$ cat src/rtl/rv32m_pkg.sv
// rtl/rv32m_pkg.sv - RV32M multiply controller types, signedness and word-select helpers
package rv32m_pkg;

    typedef enum logic [1:0] {
        MUL    = 2'b00,
        MULH   = 2'b01,
        MULHSU = 2'b10,
        MULHU  = 2'b11
    } mul_op_t;

    typedef enum logic [1:0] {
        IDLE  = 2'b00,
        ISSUE = 2'b01,
        WAIT  = 2'b10,
        DONE  = 2'b11
    } mul_ctrl_state_t;

    // [1] multiplicand signed, [0] multiplier signed
    function automatic logic [1:0] op_to_signed(input mul_op_t op);
        case (op)
            MUL, MULH: return 2'b11;
            MULHSU:    return 2'b10;
            default:   return 2'b00;
        endcase
    endfunction

    function automatic logic [31:0] select_word(input mul_op_t op, input logic [63:0] product);
        return (op == MUL) ? product[31:0] : product[63:32];
    endfunction

endpackage

$ cat src/rtl/rv32m_mul_ctrl_if.sv
// rtl/rv32m_mul_ctrl_if.sv - controller-to-multiplier bus (master = controller, slave = multiplier)
interface rv32m_mul_ctrl_if;

    logic        mul_start;
    logic [31:0] mul_multiplicand;
    logic [31:0] mul_multiplier;
    logic [1:0]  mul_is_signed;
    logic        mul_finished;
    logic [63:0] mul_product;

    modport master (
        output mul_start,
        output mul_multiplicand,
        output mul_multiplier,
        output mul_is_signed,
        input  mul_finished,
        input  mul_product
    );

    modport slave (
        input  mul_start,
        input  mul_multiplicand,
        input  mul_multiplier,
        input  mul_is_signed,
        output mul_finished,
        output mul_product
    );

endinterface

$ cat src/rtl/rv32m_mul_fuse_cache.sv
// rtl/rv32m_mul_fuse_cache.sv - last operands/signedness/product store for back-to-back reuse (RV32M_MUL_FUSE_EN)
module rv32m_mul_fuse_cache
    import rv32m_pkg::*;
(
    input  logic        CLK,
    input  logic        nRST,
    input  logic        clear,
    input  logic        store,
    input  logic [31:0] store_a,
    input  logic [31:0] store_b,
    input  logic [1:0]  store_signed,
    input  logic [63:0] store_product,
    input  logic [31:0] lookup_a,
    input  logic [31:0] lookup_b,
    input  mul_op_t     lookup_op,
    output logic        hit,
    output logic [63:0] product
);

    logic        valid_q;
    logic [31:0] a_q;
    logic [31:0] b_q;
    logic [1:0]  signed_q;
    logic [63:0] product_q;

    always_ff @(posedge CLK or negedge nRST) begin
        if (!nRST) begin
            valid_q   <= 1'b0;
            a_q       <= '0;
            b_q       <= '0;
            signed_q  <= '0;
            product_q <= '0;
        end else if (clear) begin
            valid_q <= 1'b0;
        end else if (store) begin
            valid_q   <= 1'b1;
            a_q       <= store_a;
            b_q       <= store_b;
            signed_q  <= store_signed;
            product_q <= store_product;
        end
    end

    // The low word is identical for every signedness, so MUL can reuse any stored product.
    assign hit = valid_q && (a_q == lookup_a) && (b_q == lookup_b) &&
                 ((lookup_op == MUL) || (signed_q == op_to_signed(lookup_op)));

    assign product = product_q;

endmodule

$ cat src/rtl/rv32m_mul_ctrl.sv
// rtl/rv32m_mul_ctrl.sv - RV32M multiply issue/retire controller; RV32M_MUL_FUSE_EN enables product reuse
module rv32m_mul_ctrl
    import rv32m_pkg::*;
#(
    parameter int TIMEOUT_CYCLES = 8
) (
    input  logic             CLK,
    input  logic             nRST,
    input  logic             req_valid,
    input  logic [1:0]       req_op,
    input  logic [31:0]      rs1_data,
    input  logic [31:0]      rs2_data,
    input  logic             flush,
    output logic             busy,
    output logic             done,
    output logic [31:0]      result,
    output logic             err,
    rv32m_mul_ctrl_if.master mul_if
);

    localparam int               CNT_W    = (TIMEOUT_CYCLES > 2) ? $clog2(TIMEOUT_CYCLES) : 1;
    localparam logic [CNT_W-1:0] CNT_LAST = CNT_W'(TIMEOUT_CYCLES - 1);

    mul_ctrl_state_t  state_q;
    mul_ctrl_state_t  state_d;
    mul_op_t          op_in;
    mul_op_t          op_q;
    logic [31:0]      a_q;
    logic [31:0]      b_q;
    logic [1:0]       sgn_q;
    logic [CNT_W-1:0] cnt_q;
    logic             err_q;
    logic             start;
    logic             accept;
    logic             capture;
    logic             err_d;
    logic             fuse_hit;
    logic [63:0]      fuse_product;

    assign op_in = mul_op_t'(req_op);

    always_ff @(posedge CLK or negedge nRST) begin
        if (!nRST) begin
            state_q <= IDLE;
        end else begin
            state_q <= state_d;
        end
    end

    always_comb begin
        state_d = state_q;
        start   = 1'b0;
        busy    = 1'b0;
        done    = 1'b0;
        accept  = 1'b0;
        capture = 1'b0;
        err_d   = 1'b0;
        case (state_q)
            IDLE: begin
                if (req_valid && !flush) begin
                    accept  = 1'b1;
                    state_d = fuse_hit ? DONE : ISSUE;
                end
            end
            ISSUE: begin
                start   = 1'b1;
                busy    = 1'b1;
                state_d = flush ? IDLE : WAIT;
            end
            WAIT: begin
                busy = 1'b1;
                if (flush) begin
                    state_d = IDLE;
                end else if (mul_if.mul_finished) begin
                    capture = 1'b1;
                    state_d = DONE;
                end else if (cnt_q == CNT_LAST) begin
                    err_d   = 1'b1;
                    state_d = IDLE;
                end
            end
            DONE: begin
                done    = 1'b1;
                state_d = IDLE;
            end
            default: state_d = IDLE;
        endcase
    end

    // Operands are latched at acceptance so execute may change rs*/op while busy.
    always_ff @(posedge CLK or negedge nRST) begin
        if (!nRST) begin
            op_q   <= MUL;
            a_q    <= '0;
            b_q    <= '0;
            sgn_q  <= '0;
            cnt_q  <= '0;
            err_q  <= 1'b0;
            result <= '0;
        end else begin
            err_q <= err_d;
            if (accept) begin
                op_q  <= op_in;
                a_q   <= rs1_data;
                b_q   <= rs2_data;
                sgn_q <= op_to_signed(op_in);
            end
            if (state_q == ISSUE) begin
                cnt_q <= '0;
            end else if (state_q == WAIT) begin
                cnt_q <= cnt_q + 1'b1;
            end
            if (capture) begin
                result <= select_word(op_q, mul_if.mul_product);
            end else if (accept && fuse_hit) begin
                result <= select_word(op_in, fuse_product);
            end
        end
    end

    assign err                     = err_q;
    assign mul_if.mul_start        = start;
    assign mul_if.mul_multiplicand = a_q;
    assign mul_if.mul_multiplier   = b_q;
    assign mul_if.mul_is_signed    = sgn_q;

`ifdef RV32M_MUL_FUSE_EN
    rv32m_mul_fuse_cache u_fuse_cache (
        .CLK           (CLK),
        .nRST          (nRST),
        .clear         (flush | err_d),
        .store         (capture),
        .store_a       (a_q),
        .store_b       (b_q),
        .store_signed  (sgn_q),
        .store_product (mul_if.mul_product),
        .lookup_a      (rs1_data),
        .lookup_b      (rs2_data),
        .lookup_op     (op_in),
        .hit           (fuse_hit),
        .product       (fuse_product)
    );
`else
    assign fuse_hit     = 1'b0;
    assign fuse_product = 64'd0;
`endif

endmodule

$ cat src/flat_wrapper.sv
// flat-port wrapper written by rule: the top's interface ports become plain ports
module rv32m_mul_ctrl_flat import rv32m_pkg::*;
#(
    parameter int TIMEOUT_CYCLES = 8
)
  (CLK, nRST, req_valid, req_op, rs1_data, rs2_data, flush, busy, done, result, err, mul_if_mul_start, mul_if_mul_multiplicand, mul_if_mul_multiplier, mul_if_mul_is_signed, mul_if_mul_finished, mul_if_mul_product);
  rv32m_mul_ctrl_if mul_if_i ();
  input  logic CLK;
  input  logic nRST;
  input  logic req_valid;
  input  logic [1:0] req_op;
  input  logic [31:0] rs1_data;
  input  logic [31:0] rs2_data;
  input  logic flush;
  output logic busy;
  output logic done;
  output logic [31:0] result;
  output logic err;
  output wire logic [$bits(mul_if_i.mul_start)-1:0] mul_if_mul_start;
  output wire logic [$bits(mul_if_i.mul_multiplicand)-1:0] mul_if_mul_multiplicand;
  output wire logic [$bits(mul_if_i.mul_multiplier)-1:0] mul_if_mul_multiplier;
  output wire logic [$bits(mul_if_i.mul_is_signed)-1:0] mul_if_mul_is_signed;
  input wire logic [$bits(mul_if_i.mul_finished)-1:0] mul_if_mul_finished;
  input wire logic [$bits(mul_if_i.mul_product)-1:0] mul_if_mul_product;
  assign mul_if_mul_start = mul_if_i.mul_start;
  assign mul_if_mul_multiplicand = mul_if_i.mul_multiplicand;
  assign mul_if_mul_multiplier = mul_if_i.mul_multiplier;
  assign mul_if_mul_is_signed = mul_if_i.mul_is_signed;
  assign mul_if_i.mul_finished = mul_if_mul_finished;
  assign mul_if_i.mul_product = mul_if_mul_product;
  rv32m_mul_ctrl #(.TIMEOUT_CYCLES(TIMEOUT_CYCLES)) u_core (.CLK(CLK), .nRST(nRST), .req_valid(req_valid), .req_op(req_op), .rs1_data(rs1_data), .rs2_data(rs2_data), .flush(flush), .busy(busy), .done(done), .result(result), .err(err), .mul_if(mul_if_i));
endmodule
$ cat config.mk
export PLATFORM = sky130hd
export DESIGN_NAME = rv32m_mul_ctrl_flat
export DESIGN_NICKNAME = d
export VERILOG_FILES = /design/src/rtl/rv32m_pkg.sv /design/src/rtl/rv32m_mul_ctrl_if.sv /design/src/rtl/rv32m_mul_fuse_cache.sv /design/src/rtl/rv32m_mul_ctrl.sv /design/src/flat_wrapper.sv
export SDC_FILE = /design/constraint.sdc
export NUM_CORES = 1
export LEC_CHECK = 0
export BUFFER_PORTS_ARGS = -buffer_cell sky130_fd_sc_hd__buf_2
export CAP_MARGIN = 40
export CORE_ASPECT_RATIO = 0.9
export CORE_MARGIN = 2
export CORE_UTILIZATION = 48
export CTS_BUF_LIST = sky130_fd_sc_hd__clkbuf_8 sky130_fd_sc_hd__clkbuf_16
export CTS_CLUSTER_SIZE = 12
export DETAILED_ROUTE_END_ITERATION = 10
export HOLD_SLACK_MARGIN = 0.05
export PLACE_DENSITY_LB_ADDON = 0.25
export SLEW_MARGIN = 0
export SYNTH_ARGS = -nofsm -noshare
export SYNTH_HDL_FRONTEND = slang
export SYNTH_SLANG_ARGS = --single-unit
$ cat constraint.sdc
create_clock -name CLK -period 4.7 [get_ports CLK]
set_clock_uncertainty 0.1 [all_clocks]
set_input_delay 0.705 -clock CLK [delete_from_list [all_inputs] [get_ports CLK]]
set_output_delay 0.705 -clock CLK [all_outputs]
set_load 0.02 [all_outputs]
Yosys cells after proc, flatten, opt, wreduce, memory -nomap -nowiden

Index checks and enable logic that the tools add are counted.

Add/sub/neg operators: 1
Equality and inequality tests: 8
Mux-type cells: 22
Reduce and logical (&&, ||, !) cells: 9

Operators by type and width:

| kind                | count |
|---|---|
| $mux 32             | 1 |
| $mux 1              | 12 |
| $mux 2              | 5 |
| $pmux 2 s4          | 1 |
| $eq 2x2->1 const B  | 3 |
| $logic_not 2->1     | 3 |
| $mux 3              | 2 |
| $eq 2x1->1 const B  | 2 |
| $ne 4x3->1 const B  | 1 |
| $pmux 2 s2          | 1 |
| $reduce_or 2->1     | 2 |
| $add 3x1->3 const B | 1 |
| $eq 3x3->1 const B  | 1 |
| $ne 2x1->1 const B  | 1 |
| $reduce_and 2->1    | 1 |
| $reduce_bool 2->1   | 1 |
| $logic_and 1x1->1   | 1 |
| $logic_not 1->1     | 1 |

Register bits after elaboration: 106
Input port bits: 135

Longest topological paths before layout

Depth in word-level cells: 5
Gate-level depth with buffers: 7
Gate-level depth less buffers: 5

Worst setup path after synthesis

No wires, ideal clock.

Path kind: reg2out
Start: register u_core.state_q[0]
End: output busy
Arrival time: 0.867 ns
Slack: 3.028 ns
Cell stages (with the launch flop): 3
Buffers on the path: 0
Cell sequence: dfrtp_1 inv_1 ha_1

Word-level cells in the longest chain between the ends: 3

RTL lines:

| element                                  | RTL line             | text |
|---|---|---|
| start: declaration                       | rv32m_mul_ctrl.sv:24 | `mul_ctrl_state_t state_q;` |
| start signal: assignment                 | rv32m_mul_ctrl.sv:46 | `state_q <= state_d;` |
| $eq 2x2->1 or $eq 2x1->1 (tied branches) | rv32m_mul_ctrl.sv:58 | `case (state_q)` |
| $reduce_or 2->1 (no source line) *       | -                    |  |
| $mux 1 *                                 | rv32m_mul_ctrl.sv:58 |  |
| end: declaration                         | flat_wrapper.sv:15   | `output logic busy;` |

Every way passes the cells marked *; elsewhere a longest branch is shown, timed or not.

Worst setup path after layout

Ends and elaborated chain as after synthesis.

==> flow_metrics.env <==
export IMPL_final_layout_size_suffix_gt1_share_pct=58.3
export IMPL_routed_wl_um=9640
export IMPL_vias=3241
export IMPL_cp_cell_sequence="inv_1 -> ha_1 -> buf_2"
export IMPL_power_density_mw_per_mm2=686
export IMPL_outcome="completed"
export IMPL_dp_hpwl_um=7340
export IMPL_setup_viol=0
export IMPL_tns_ns=0
export IMPL_cp_top_family="flip-flops"
export IMPL_grt_pass1_vias=3308
export IMPL_fp_row_count=33
export IMPL_timing_slew_headroom_pct=45.2
export IMPL_grt_max_degree=66
export IMPL_synthXorXnorAreaFrac_pct=0
export IMPL_dieWidth_um=105
export IMPL_synth_seq_cells=106
export IMPL_synth_top_family_by_area="multiplexers"
export IMPL_synth_nets=458
export IMPL_grt_first_pass_wirelength_um=15400
export IMPL_ff_latch_area_mm2=0.00265
export IMPL_critical_path_class="register to output port"
export IMPL_drv_cap=0
export IMPL_hold_viol=0
export IMPL_r2r_end="u_core.mul_if.mul_multiplicand[20]"
export IMPL_slowest_stage="dfrtp_1"
export IMPL_cpPeakStageDelay_ns=0.42
export IMPL_worstPathRequired_ns=3.89
export IMPL_use_met1_pct=23.8
export IMPL_synthTopCellsByArea="dfrtp_1 60%, mux2_2 16%, mux2i_1 7.2%, o21ai_0 3.4%, nand2_1 2.8%"
export IMPL_slew_violations=0
export IMPL_io_pins=237
export IMPL_first_pass_iters=4
export IMPL_antennaDiodeCount=0
export IMPL_worstSkewPairLatency_ns=0.35
export IMPL_clkSinkCount=106
export IMPL_multi_input_area_mm2=0.00160
export IMPL_final_antenna_net_count=0
export IMPL_cp_arrival_ns=1.46
export IMPL_r2r_slack_ns=2.72
export IMPL_reg2reg_from="u_core.state_q[0]"
export IMPL_use_met2_pct=33.3
export IMPL_tritoncts="built"
export IMPL_grt_overflow=0
export IMPL_hold_buffers=0
export IMPL_synth_fa_ha_area_share_pct=1.70
export IMPL_yosysSeqAreaShare_pct=60.0
export IMPL_fillers=732
export IMPL_crit_path_end_kind="output port"
export IMPL_syn_inst=317
export IMPL_met3_usage_pct=4.92
export IMPL_hp_class="primary input to asynchronous set/reset pin"
export IMPL_vias_per_cell=4.78
export IMPL_path_buf_inv=2
export IMPL_chipHeight_um=95.0
export IMPL_area_delta_synth_final_pct=32.6
export IMPL_p_leak_nw=3.08
export IMPL_yosysTopAreaCellShare_pct=60.0
export IMPL_start_util_pct=48.9
export IMPL_cp_start_kind="register"
export IMPL_antenna_found_initial=0
export IMPL_grt_busiest_layer="met2"
export IMPL_synth_compound_area_share_pct=4.95
export IMPL_coreArea_mm2=0.00904
export IMPL_fmax_mhz=442
export IMPL_synth_cell_types=27
export IMPL_yosys_area_share_simple_pct=4.81
export IMPL_root_buffer="clkbuf_8"
export IMPL_cts_max_level=3
export IMPL_gp_congestion=0.757
export IMPL_muxShareOfSynthArea_pct=24.8
export IMPL_port_buffers=236
export IMPL_worstPathMaxFanout=6
export IMPL_final_nets=692
export IMPL_r2r_cells=5
export IMPL_netlist_area_mm2=0.00442
export IMPL_irDropWorstVdd_mv=0.316
export IMPL_syn_avg_cell_area_um2=13.9
export IMPL_p_total_mw=4.02
export IMPL_synth_warnings=0
export IMPL_grt_setup_unrepaired="false"
export IMPL_cts_buffers=9
export IMPL_post_cts_resized=0
export IMPL_period_needed_ns=2.26
export IMPL_post_cts_setup_buffer_count=0
export IMPL_wire_per_inst_um=14.2
export IMPL_drt_iter0_drc=70
export IMPL_drcViolationCount=0
export IMPL_tightestPinTransition_ns=0.821
export IMPL_cts_clk_slew_worst_paths_ns=0.11
export IMPL_fin_crit_sh_pct=48.2
export IMPL_synth_top_area_cell="dfrtp_1"
export IMPL_cts_buffer_depth=2
export IMPL_die_area_mm2=0.00999
export IMPL_grt_use_total_pct=19.5
-- cells in the mapped netlist --
library cell / count
a21o_1: 1
nor4b_1: 1
buf_4: 4
mux2_4: 6
a22oi_1: 1
nand2_1: 33
o32ai_1: 1
nor2_1: 1
o21ai_0: 30
inv_1: 5
clkbuf_2: 1
mux2i_1: 32
nand3b_1: 3
a21oi_1: 2
dfrtp_1: 106
nor4bb_1: 1
buf_6: 1
ha_1: 6
nand2b_1: 2
o32a_1: 1
nor2_4: 1
mux2_2: 61
buf_2: 5
o21ai_1: 5
clkbuf_8: 5
nand3b_4: 1
clkbuf_1: 1
-- sequential cells by signal, summed over array words and instances (netlist names) --
register,cells
u_core.cnt_q,3
u_core.err,1
u_core.mul_if.mul_multiplicand,32
u_core.mul_if.mul_is_signed,2
u_core.result,32
u_core.state_q,2
u_core.mul_if.mul_multiplier,32
u_core.op_q,2
-- worst register-to-register path: stages (launching register included) --
cell	delay (ns)
dfrtp_1	0.42
inv_1	0.08
ha_1	0.27
nand3b_4	0.28
buf_16	0.30
mux2_2	0.41
-- power breakdown --
group	leakage (nW)	internal [mW]	switching (mW)
registers	1.29	1.35	0.215
logic	1.70	0.821	1.12
clock network	0.0933	0.199	0.310
-- cells in the final DEF (no fill, tap or decap), types with 2 or more instances in the layout --
master	count
mux2i_1	32
clkbuf_8	9
inv_1	6
o21ai_0	30
buf_16	2
dfrtp_1	106
o21ai_1	5
a21oi_1	2
ha_1	6
nand3b_1	3
buf_2	235
buf_4	3
mux2_2	61
mux2_4	6
nand2b_1	2
inv_6	2
nand2_1	33
-- worst max-delay path by stage --
| stage | cells past startpoint | slack (ns) | from | endpoint |
|---|---|---|---|---|
| 6_report | 3 | 2.44 | u_core.state_q[0] | busy |
| 5_1_grt | 3 | 2.32 | u_core.state_q[0] | busy |
| 4_1_cts | 3 | 2.41 | u_core.state_q[0] | busy |
| 3_5_place_dp | 4 | 2.61 | flush | u_core.mul_if.mul_multiplier[20] |
| 3_3_place_gp | 3 | 2.25 | flush | u_core.mul_if.mul_multiplier[25] |
| 2_1_floorplan | 2 | 3.03 | u_core.state_q[0] | busy |
-- cells by family after synthesis --
logic type	Yosys count
DFF	106
muxes	99
and+or+nand+nor	43
AOI/OAI and AO/OA	41
buffers and inverters	22
adders and majority gates	6
-- per-layer routing --
metal	wire, µm	share of wire [%]
met3	577	6.0
met1	3880	40
met2	4910	51
met5	0	0
met4	273	2.8
-- cell type report --
class | count | share of cell area (%)
inverter | 5 | 0.320
timing repair buffer | 240 | 21.4
clock buffer | 9 | 2.11
tap | 122 | 2.61
sequential | 106 | 45.3
clock inverter | 7 | 0.918
multi-input combinational | 189 | 27.4
-- per-stage QoR --
stage | worst slack (ns) | hold slack [ns] | instances | area, µm² | utilization [%]
after floorplan | 3.03 | 0.309 | 317 | 4420 | -
after global placement | 2.25 | 0.357 | 660 | 5630 | 62.2
after detailed placement | 2.61 | 0.367 | 662 | 5680 | 62.8
after CTS | 2.41 | 0.349 | 678 | 5860 | 64.8
after global routing | 2.32 | 0.364 | 678 | 5860 | 64.8
final | 2.44 | 0.335 | 678 | 5860 | 64.8
Note: power is estimated with default switching activity, not from simulation.
